==> src/rtl/apb_timer_regs.sv <==
// apb_timer_regs: timer register bank behind the APB slave front-end.
// A prescaled 64-bit up-counter with a 64-bit compare, a sticky pending flag,
// optional auto-reload and a level interrupt.
//
// Ports:
//   i_clk, i_rst        clock, synchronous active-high reset
//   i_req_valid         single-cycle request strobe (always accepted)
//   i_req_addr          byte address, bits [11:0] decoded
//   i_req_write         1 = write, 0 = read
//   i_req_wdata         write data
//   o_resp_valid        response strobe, one cycle after the request
//   o_resp_rdata        read data (0 on writes and errors)
//   o_resp_err          bad address or misaligned access
//   o_irq               pending & irq_ena
//   o_tick              registered copy of the internal counter tick
//
// Register map: 0x00 CTRL {auto_reload, irq_ena, enable}, 0x04 PRESCALE,
// 0x08 CNT_LO (read latches CNT_HI shadow), 0x0C CNT_HI (reads shadow),
// 0x10 CMP_LO, 0x14 CMP_HI, 0x18 STATUS {pending} write-1-to-clear.
module apb_timer_regs #(
  parameter int unsigned presc_bits = 16
) (
  input  logic        i_clk,
  input  logic        i_rst,
  input  logic        i_req_valid,
  input  logic [31:0] i_req_addr,
  input  logic        i_req_write,
  input  logic [31:0] i_req_wdata,
  output logic        o_resp_valid,
  output logic [31:0] o_resp_rdata,
  output logic        o_resp_err,
  output logic        o_irq,
  output logic        o_tick
);

  logic                  ctrl_en;
  logic                  ctrl_irq_ena;
  logic                  ctrl_auto;
  logic [presc_bits-1:0] prescale;
  logic [presc_bits-1:0] presc_cnt;
  logic [63:0]           cnt;
  logic [63:0]           cmp;
  logic                  pending;
  logic [31:0]           hi_shadow;
  logic                  resp_valid;
  logic [31:0]           resp_rdata;
  logic                  resp_err;
  logic                  tick_q;

  logic [11:0]           addr;
  logic                  addr_ok;
  logic                  wr;
  logic                  rd;
  logic                  wr_ctrl, wr_presc, wr_cnt_lo, wr_cnt_hi;
  logic                  wr_cmp_lo, wr_cmp_hi, wr_status;
  logic                  tick;
  logic                  match;
  logic [63:0]           cnt_inc;
  logic [63:0]           cnt_nxt;
  logic [presc_bits-1:0] presc_nxt;
  logic [31:0]           rdata_mux;

  // Decode
  assign addr    = i_req_addr[11:0];
  assign addr_ok = (addr <= 12'h018) && (addr[1:0] == 2'b00);
  assign wr      = i_req_valid &  i_req_write & addr_ok;
  assign rd      = i_req_valid & ~i_req_write & addr_ok;

  assign wr_ctrl   = wr && (addr == 12'h000);
  assign wr_presc  = wr && (addr == 12'h004);
  assign wr_cnt_lo = wr && (addr == 12'h008);
  assign wr_cnt_hi = wr && (addr == 12'h00C);
  assign wr_cmp_lo = wr && (addr == 12'h010);
  assign wr_cmp_hi = wr && (addr == 12'h014);
  assign wr_status = wr && (addr == 12'h018);

  // Prescaler
  assign tick = ctrl_en && (presc_cnt == prescale);

  always_comb begin
    presc_nxt = presc_cnt;
    if (ctrl_en) begin
      presc_nxt = tick ? '0 : presc_cnt + 1'b1;
    end
    if (wr_ctrl || wr_presc) begin
      presc_nxt = '0;
    end
  end

  // Counter: tick result first, then a software write replaces only the
  // written half, so a carry into that half is discarded.
  assign cnt_inc = cnt + 64'd1;
  assign match   = tick && (cnt_inc == cmp);

  always_comb begin
    cnt_nxt = cnt;
    if (tick) begin
      cnt_nxt = (match && ctrl_auto) ? '0 : cnt_inc;
    end
    if (wr_cnt_lo) begin
      cnt_nxt[31:0] = i_req_wdata;
    end
    if (wr_cnt_hi) begin
      cnt_nxt[63:32] = i_req_wdata;
    end
  end

  // Read mux
  always_comb begin
    rdata_mux = '0;
    case (addr)
      12'h000: rdata_mux = {29'd0, ctrl_auto, ctrl_irq_ena, ctrl_en};
      12'h004: rdata_mux = 32'(prescale);
      12'h008: rdata_mux = cnt[31:0];
      12'h00C: rdata_mux = hi_shadow;
      12'h010: rdata_mux = cmp[31:0];
      12'h014: rdata_mux = cmp[63:32];
      12'h018: rdata_mux = {31'd0, pending};
      default: rdata_mux = '0;
    endcase
  end

  always_ff @(posedge i_clk) begin
    if (i_rst) begin
      ctrl_en      <= 1'b0;
      ctrl_irq_ena <= 1'b0;
      ctrl_auto    <= 1'b0;
      prescale     <= '0;
      presc_cnt    <= '0;
      cnt          <= '0;
      cmp          <= '0;
      pending      <= 1'b0;
      hi_shadow    <= '0;
      resp_valid   <= 1'b0;
      resp_rdata   <= '0;
      resp_err     <= 1'b0;
      tick_q       <= 1'b0;
    end else begin
      presc_cnt  <= presc_nxt;
      cnt        <= cnt_nxt;
      tick_q     <= tick;
      resp_valid <= i_req_valid;
      resp_err   <= i_req_valid & ~addr_ok;
      resp_rdata <= rd ? rdata_mux : '0;

      if (wr_ctrl) begin
        ctrl_en      <= i_req_wdata[0];
        ctrl_irq_ena <= i_req_wdata[1];
        ctrl_auto    <= i_req_wdata[2];
      end
      if (wr_presc) begin
        prescale <= i_req_wdata[presc_bits-1:0];
      end
      if (wr_cmp_lo) begin
        cmp[31:0] <= i_req_wdata;
      end
      if (wr_cmp_hi) begin
        cmp[63:32] <= i_req_wdata;
      end
      if (rd && (addr == 12'h008)) begin
        hi_shadow <= cnt[63:32];
      end

      // A match in the same cycle as a clear keeps the flag set.
      if (match) begin
        pending <= 1'b1;
      end else if (wr_status && i_req_wdata[0]) begin
        pending <= 1'b0;
      end
    end
  end

  // Gating with i_rst drops a response that would appear in the reset cycle.
  assign o_resp_valid = resp_valid & ~i_rst;
  assign o_resp_err   = resp_err & ~i_rst;
  assign o_resp_rdata = resp_rdata;
  assign o_irq        = pending & ctrl_irq_ena;
  assign o_tick       = tick_q;

endmodule

==> config.mk <==
export PLATFORM = sky130hd
export DESIGN_NAME = apb_timer_regs
export DESIGN_NICKNAME = d
export VERILOG_FILES = /design/src/rtl/apb_timer_regs.sv
export SDC_FILE = /design/constraint.sdc
export NUM_CORES = 1
export LEC_CHECK = 0
export BUFFER_PORTS_ARGS = -buffer_cell sky130_fd_sc_hd__buf_2
export CORE_MARGIN = 2
export CORE_UTILIZATION = 25
export DETAILED_ROUTE_END_ITERATION = 7
export GPL_ROUTABILITY_DRIVEN = 0
export HOLD_SLACK_MARGIN = 0.05
export PLACE_DENSITY = 0.5
export SLEW_MARGIN = 20
export SYNTH_ARGS = -nofsm -noshare
export SYNTH_HDL_FRONTEND = slang
export SYNTH_SLANG_ARGS = --single-unit
==> constraint.sdc <==
create_clock -name i_clk -period 8.45 [get_ports i_clk]
set_input_delay 0.4225 -clock i_clk [delete_from_list [all_inputs] [get_ports i_clk]]
set_output_delay 0.4225 -clock i_clk [all_outputs]
set_load 0.05 [all_outputs]
### Word-level counts from Yosys, hierarchy flattened

Index checks and enable logic that the tools add are counted.

| operators by class | value |
|---|---|
| order comparisons | 1 |
| $add $sub $neg | 2 |
| multiplexer cells | 8 |
| reduce and logical (&&, ||, !) cells | 21 |
| equal/unequal tests | 8 |
| bitwise operators | 12 |

Operator list:

| kind | number |
|---|---|
| $pmux 32 s7 | 1 |
| $mux 64 | 2 |
| $add 64x1->64 const B | 1 |
| $eq 64x64->1 | 1 |
| $mux 32 | 2 |
| $eq 12x5->1 const B | 3 |
| $eq 12x4->1 const B | 2 |
| $add 16x1->16 const B | 1 |
| $eq 16x16->1 | 1 |
| $mux 16 | 1 |
| $logic_and 1x1->1 | 13 |
| $eq 12x3->1 const B | 1 |
| $le 12x5->1 const B | 1 |
| $logic_not 12->1 | 1 |
| $and 1x1->1 | 8 |
| $reduce_bool 2->1 | 3 |
| $not 1->1 | 4 |
| $reduce_or 2->1 | 2 |
| $logic_not 2->1 | 1 |
| $mux 1 | 2 |
| $logic_or 1x1->1 | 1 |

| storage, ports and cells | value |
|---|---|
| input port bits | 68 |
| output and inout port bits | 36 |
| register bits after elaboration | 231 |

### Depth between registers and ports, before layout

| depth | value |
|---|---|
| depth after elaboration | 7 |
| mapped depth | 17 |
| gate-level depth less buffers | 12 |

### Worst setup path before layout

No wires, ideal clock.

| timing path | value |
|---|---|
| path type | reg2reg |
| from | register cnt[1] |
| to | register cnt[19] |
| stages on the path, launching flop included | 17 |
| required time | 8.359 ns |
| arrival | 3.562 ns |
| slack | 4.797 ns |
| library setup time | 0.091 ns |
| buffers on the path | 4 |
| cells stage by stage | dfxtp_1 -> ha_1 -> buf_4 -> nand4_4 -> or3_1 -> buf_2 -> or4_1 -> buf_2 -> nor3b_1 -> o31a_1 -> a21o_1 -> nand4_2 -> nor4b_4 -> or2_4 -> buf_6 -> or4_1 -> a311oi_1 |

| between the ends | value |
|---|---|
| word-level cells in the longest chain between the ends | 7 |

Ends and longest elaborated chain:

| what | line | text |
|---|---|---|
| start: declaration | 41 | `logic [63:0] cnt;` |
| start signal: assignment | 140 | `cnt <= cnt_nxt;` |
| $add 64x1->64 (*) | 92 | `assign cnt_inc = cnt + 64'd1;` |
| $eq 64x64->1 | 93 | `assign match = tick && (cnt_inc == cmp);` |
| $logic_and 1x1->1 | 93 |  |
| $logic_and 1x1->1 | 98 | `cnt_nxt = (match && ctrl_auto) ? '0 : cnt_inc;` |
| $mux 64 (*) | 98 |  |
| $mux 64 (*) | 97 | `if (tick) begin` |
| $mux 32 (*) | 100 | `if (wr_cnt_lo) begin` |

Every way passes the cells marked *; elsewhere a longest branch is shown, timed or not. The select of a mux whose other input is x is not followed.
A chain may end at the register's enable or synchronous reset.

### Final worst setup path

| timing path | value |
|---|---|
| from | register cnt[0] |
| to | register cnt[51] |

| between the ends | value |
|---|---|
| word-level cells in the longest chain between the ends | 7 |

Ends and longest elaborated chain:

| what | line | text |
|---|---|---|
| $add 64x1->64 (*) | 92 |  |
| $eq 64x64->1 | 93 |  |
| $logic_and 1x1->1 | 93 |  |
| $logic_and 1x1->1 | 98 |  |
| $mux 64 (*) | 98 |  |
| $mux 64 (*) | 97 |  |
| $mux 32 (*) | 103 | `if (wr_cnt_hi) begin` |

Marks and branches as above.

==> summary.txt <==
Cells and area
  – Share of cells above drive strength 1: between 10% and 20%
  – Non-filler instance count after layout: 2,364
  – Count of nets after finishing: roughly 1,700
  – Layout area overhead: 14.9%

Min path
  – Hold EP: cmp[19]
  – Worst Min Path Start: i_req_wdata[19]
  – Hold crit path type: in -> reg
  – Min-Delay Path Depth: 3

Synthesis
  – Yosys reg bits: ~230
  – Post-synthesis sequential area ratio: a little over a third
  – Post-Syn Area: 12,800 sq um
  – Distinct cell type count after synthesis: 74
  – Prevailing post-synth register cell: dfxtp_1
  – Leading post-synthesis cells by cell area: dfxtp_1 (36%), nand2_1 (8.8%), a21oi_1 (6.9%)
  – Mapped Cells: ~1,700
  – Yosys warning count: 0
  – EDFF count, synth: 0
  – Mean Syn Cell Area: 7.62 sq um
  – Yosys top cell by area: dfxtp_1
  – Mapped Nets: roughly 1,700
  – Ys async rst share: 0%
  – Share of the synthesized area in the top cell type: a little over a third

STA
  – Slew headroom: ~33%
  – Final hold violation count: 0
  – Unrepaired setup endpoints after global routing: no
  – Min Tclk post-route: approximately 5800 ps
  – Tcrit/Tclk final: between 60% and 70%
  – Final Setup Violations: 0
  – Setup TNS: 0 ps
  – Slew @ Worst Pin: 1000 ps
  – Clk_skew: approximately 11 ps
  – Final WS setup: 2640 ps
  – Max-slew violation count: 0
  – Fmax: roughly 170 MHz

Placement
  – Pre-CTS setup slack: between 2000 and 3000 ps
  – Cells after DPL: ~2,300
  – Number of port buffers: 83
  – Final HPWL DP: around 36,000 um

Floorplanning
  – Die ar.: approximately 53,000 sq um
  – Die width: around 230 um
  – Top-Level Pins: roughly 100
  – Die Y: 230 um
  – Row count: about 80
  – Starting Density: 25.4%
  – Total core area: approximately 50,000 sq um

Pwr
  – Flop pwr share: a little over two fifths
  – Pwr Total: 0.00252 W
  – PwrDens: about 170 nW/um^2
  – Combinational power share: between 2 and 2.5%
  – NetSw: 0.000567 W
  – Leakage Power: ~4.5 nW
  – Sw Ratio: a little under a quarter
  – Worst ir drop on vdd: 0.159 mV
  – Clk pwr share: ~55%
  – Cell-internal power: between 0.0015 and 0.002 W

Critical path
  – Worst path max stage delay: roughly 890 ps
  – WP data required: approximately 9000 ps
  – Crit path launch type: register
  – RR Endpoint: cnt[51]
  – Worst path cell trace: ha_1, nand4_4, or3_1, nor3_1, a21oi_1, a2111oi_0, nand4_1, or3_1, nor4b_4, buf_4, nor2_4, a31oi_1, a211oi_1
  – WP data arrival: 6230 ps
  – FF-to-FF path depth: 13
  – CP max-delay cell: nor4b_4
  – CP dominant cell by count: or3_1
  – WS Path Type: reg -> reg
  – Crit end category: register
  – CP Max Fanout: 28
  – Worst reg2reg path startpoint: cnt[0]
  – R2R setup slack: ~2600 ps
  – Critical Path Source: cnt[0]

Global route
  – Overall routing resource usage: 18.5%
  – Initial antenna violation count: 1
  – First-pass GRT wire length: a little under 80,000 um
  – Largest net degree at the start of global routing: 74
  – Vias in the first global route: roughly 12,000
  – Grt total ovfl: 0

Drt
  – Drt total wl: between 50,000 and 60,000 um
  – WL/cell: ~21 um
  – Drt via density: 5.40
  – DR iter-0 viols: about 1,300
  – Pre-antenna DRT Iters: 5
  – Post-route antenna net violation count: 0
  – Vias: roughly 13,000
  – # DRC: 0

Clock tree
  – Clock sinks: 231
  – Number of buffers created by CTS: 29
  – CTS clk-pin slew, worst paths: 60 ps
  – CTS resizes: 0
  – Clk root buf: clkbuf_16
  – Hold buffers post-CTS: 0
  – CTS H-tree lvls: 1
  – Post-CTS Setup Inserts: 0
  – TritonCTS clock tree: done
  – Clk buf depth: 3
  – Clk_lat worst skew: approximately 580 ps

Run
  – Maxcap violations: 0

Run status
  – Status: complete, no violations
[placed cells by master (no fill, tap or decap), types with 17 or more instances in the layout]
master / synthesis / routed
clkbuf_16: 0 / 29
a222oi_1: 33 / 33
xnor2_1: 86 / 86
dfxtp_1: 231 / 231
or3_1: 28 / 28
a21oi_1: 175 / 175
nor2_1: 137 / 136
nand2_1: 298 / 294
nor3_1: 24 / 20
o21ai_1: 24 / 24
o21ai_0: 42 / 42
buf_2: 30 / 82
a22oi_1: 17 / 17
buf_4: 8 / 27
and3_1: 22 / 21
nand3_1: 56 / 56
a31oi_1: 23 / 23
nor4_1: 27 / 25
nand4_1: 34 / 34
xor2_1: 33 / 33
a311oi_1: 42 / 42
[worst max-delay path by stage]
stage | cells after the start | endpoint | slack (ps)
after detailed placement | 13 | cnt[46] | 2820
after global placement | 13 | cnt[51] | 2900
after global routing | 13 | cnt[53] | 2430
after CTS | 13 | cnt[46] | 2800
final | 13 | cnt[51] | 2640
after floorplan | 16 | cnt[19] | 4800
[cells in the mapped netlist, types with 4 or more instances]
| master | number |
|---|---|
| or3_1 | 28 |
| nor3b_1 | 5 |
| nand3b_1 | 16 |
| nor3_1 | 24 |
| o21ai_0 | 42 |
| or4_1 | 16 |
| nand2_1 | 298 |
| and2_1 | 9 |
| buf_2 | 30 |
| nand2b_1 | 7 |
| a22oi_1 | 17 |
| a211oi_1 | 16 |
| mux2i_1 | 4 |
| inv_1 | 15 |
| o21bai_1 | 6 |
| o31a_1 | 7 |
| a31oi_1 | 23 |
| xor2_1 | 33 |
| a311oi_1 | 42 |
| nor4_1 | 27 |
| and4_1 | 16 |
| nand4b_1 | 4 |
| nand3_1 | 56 |
| nor2b_1 | 14 |
| and3_1 | 22 |
| a222oi_1 | 33 |
| nor2_1 | 137 |
| buf_4 | 8 |
| clkbuf_1 | 104 |
| xnor2_1 | 86 |
| dfxtp_1 | 231 |
| a21oi_1 | 175 |
| o21ai_1 | 24 |
| nand4_1 | 34 |
| buf_6 | 6 |
[through the flow]
step           hold WS, ps  cell area (sq um)  util, %
3_3_place_gp           443              13600     27.1
2_1_floorplan          436              12800        -
5_1_grt                115              14700     29.2
3_5_place_dp           448              13600     27.1
4_1_cts                103              14700     29.2
6_report               119              14700     29.2
[cell families after synthesis]
family	share of synthesized area [%]
and+or+nand+nor	28.6
AOI/OAI and AO/OA	20.7
DFF	36.2
buffers and inverters	5.70
xor gates and xnor gates	8.16
muxes	0.402
adders and majority gates	0.196
[registers in the layout, summed over array words and instances, names as in the netlist]
register	cells
prescale	16
o_resp_rdata	32
ctrl_irq_ena	1
hi_shadow	32
cnt	64
pending	1
cmp	64
resp_valid	1
ctrl_auto	1
resp_err	1
presc_cnt	16
ctrl_en	1
o_tick	1
[final cells by class]
cell class / instances / area [sq um]
timing repair buffer: 110 / 624
antenna: 1 / 2.50
sequential: 231 / 4620
fill: 5526 / 35600
multi-input combinational: 1281 / 7470
tap: 672 / 841
clock inverter: 20 / 275
inverter: 15 / 56.3
clock buffer: 34 / 785
[worst max-delay path: cells and delay by family, from the launching register on]
kind,cells,cell delay [ps]
AOI/OAI and AO/OA,4,1010
buffers and inverters,1,370
and+or+nand+nor,7,3270
DFF,1,530
adders and majority gates,1,440
[power groups by stage]
stage | Clock, W | Combinational, W | Sequential (W)
floorplan | 0 | 0.0000221 | 0.00111
global placement | 0 | 0.0000528 | 0.00112
detailed placement | 0 | 0.0000529 | 0.00112
CTS | 0.00140 | 0.0000530 | 0.00109
global route | 0.00145 | 0.0000571 | 0.00109
finish | 0.00138 | 0.0000533 | 0.00109
[layer usage]
metal	track usage (%)	up-vias	part of all wire [%]
met3	3.15	109	7.0
met1	25.6	6158	45
met5	0	-	0
met4	5.50	0	3.2
met2	29.5	492	45
li1	-	6006	-
No activity file was read; power rests on OpenSTA's default activity.
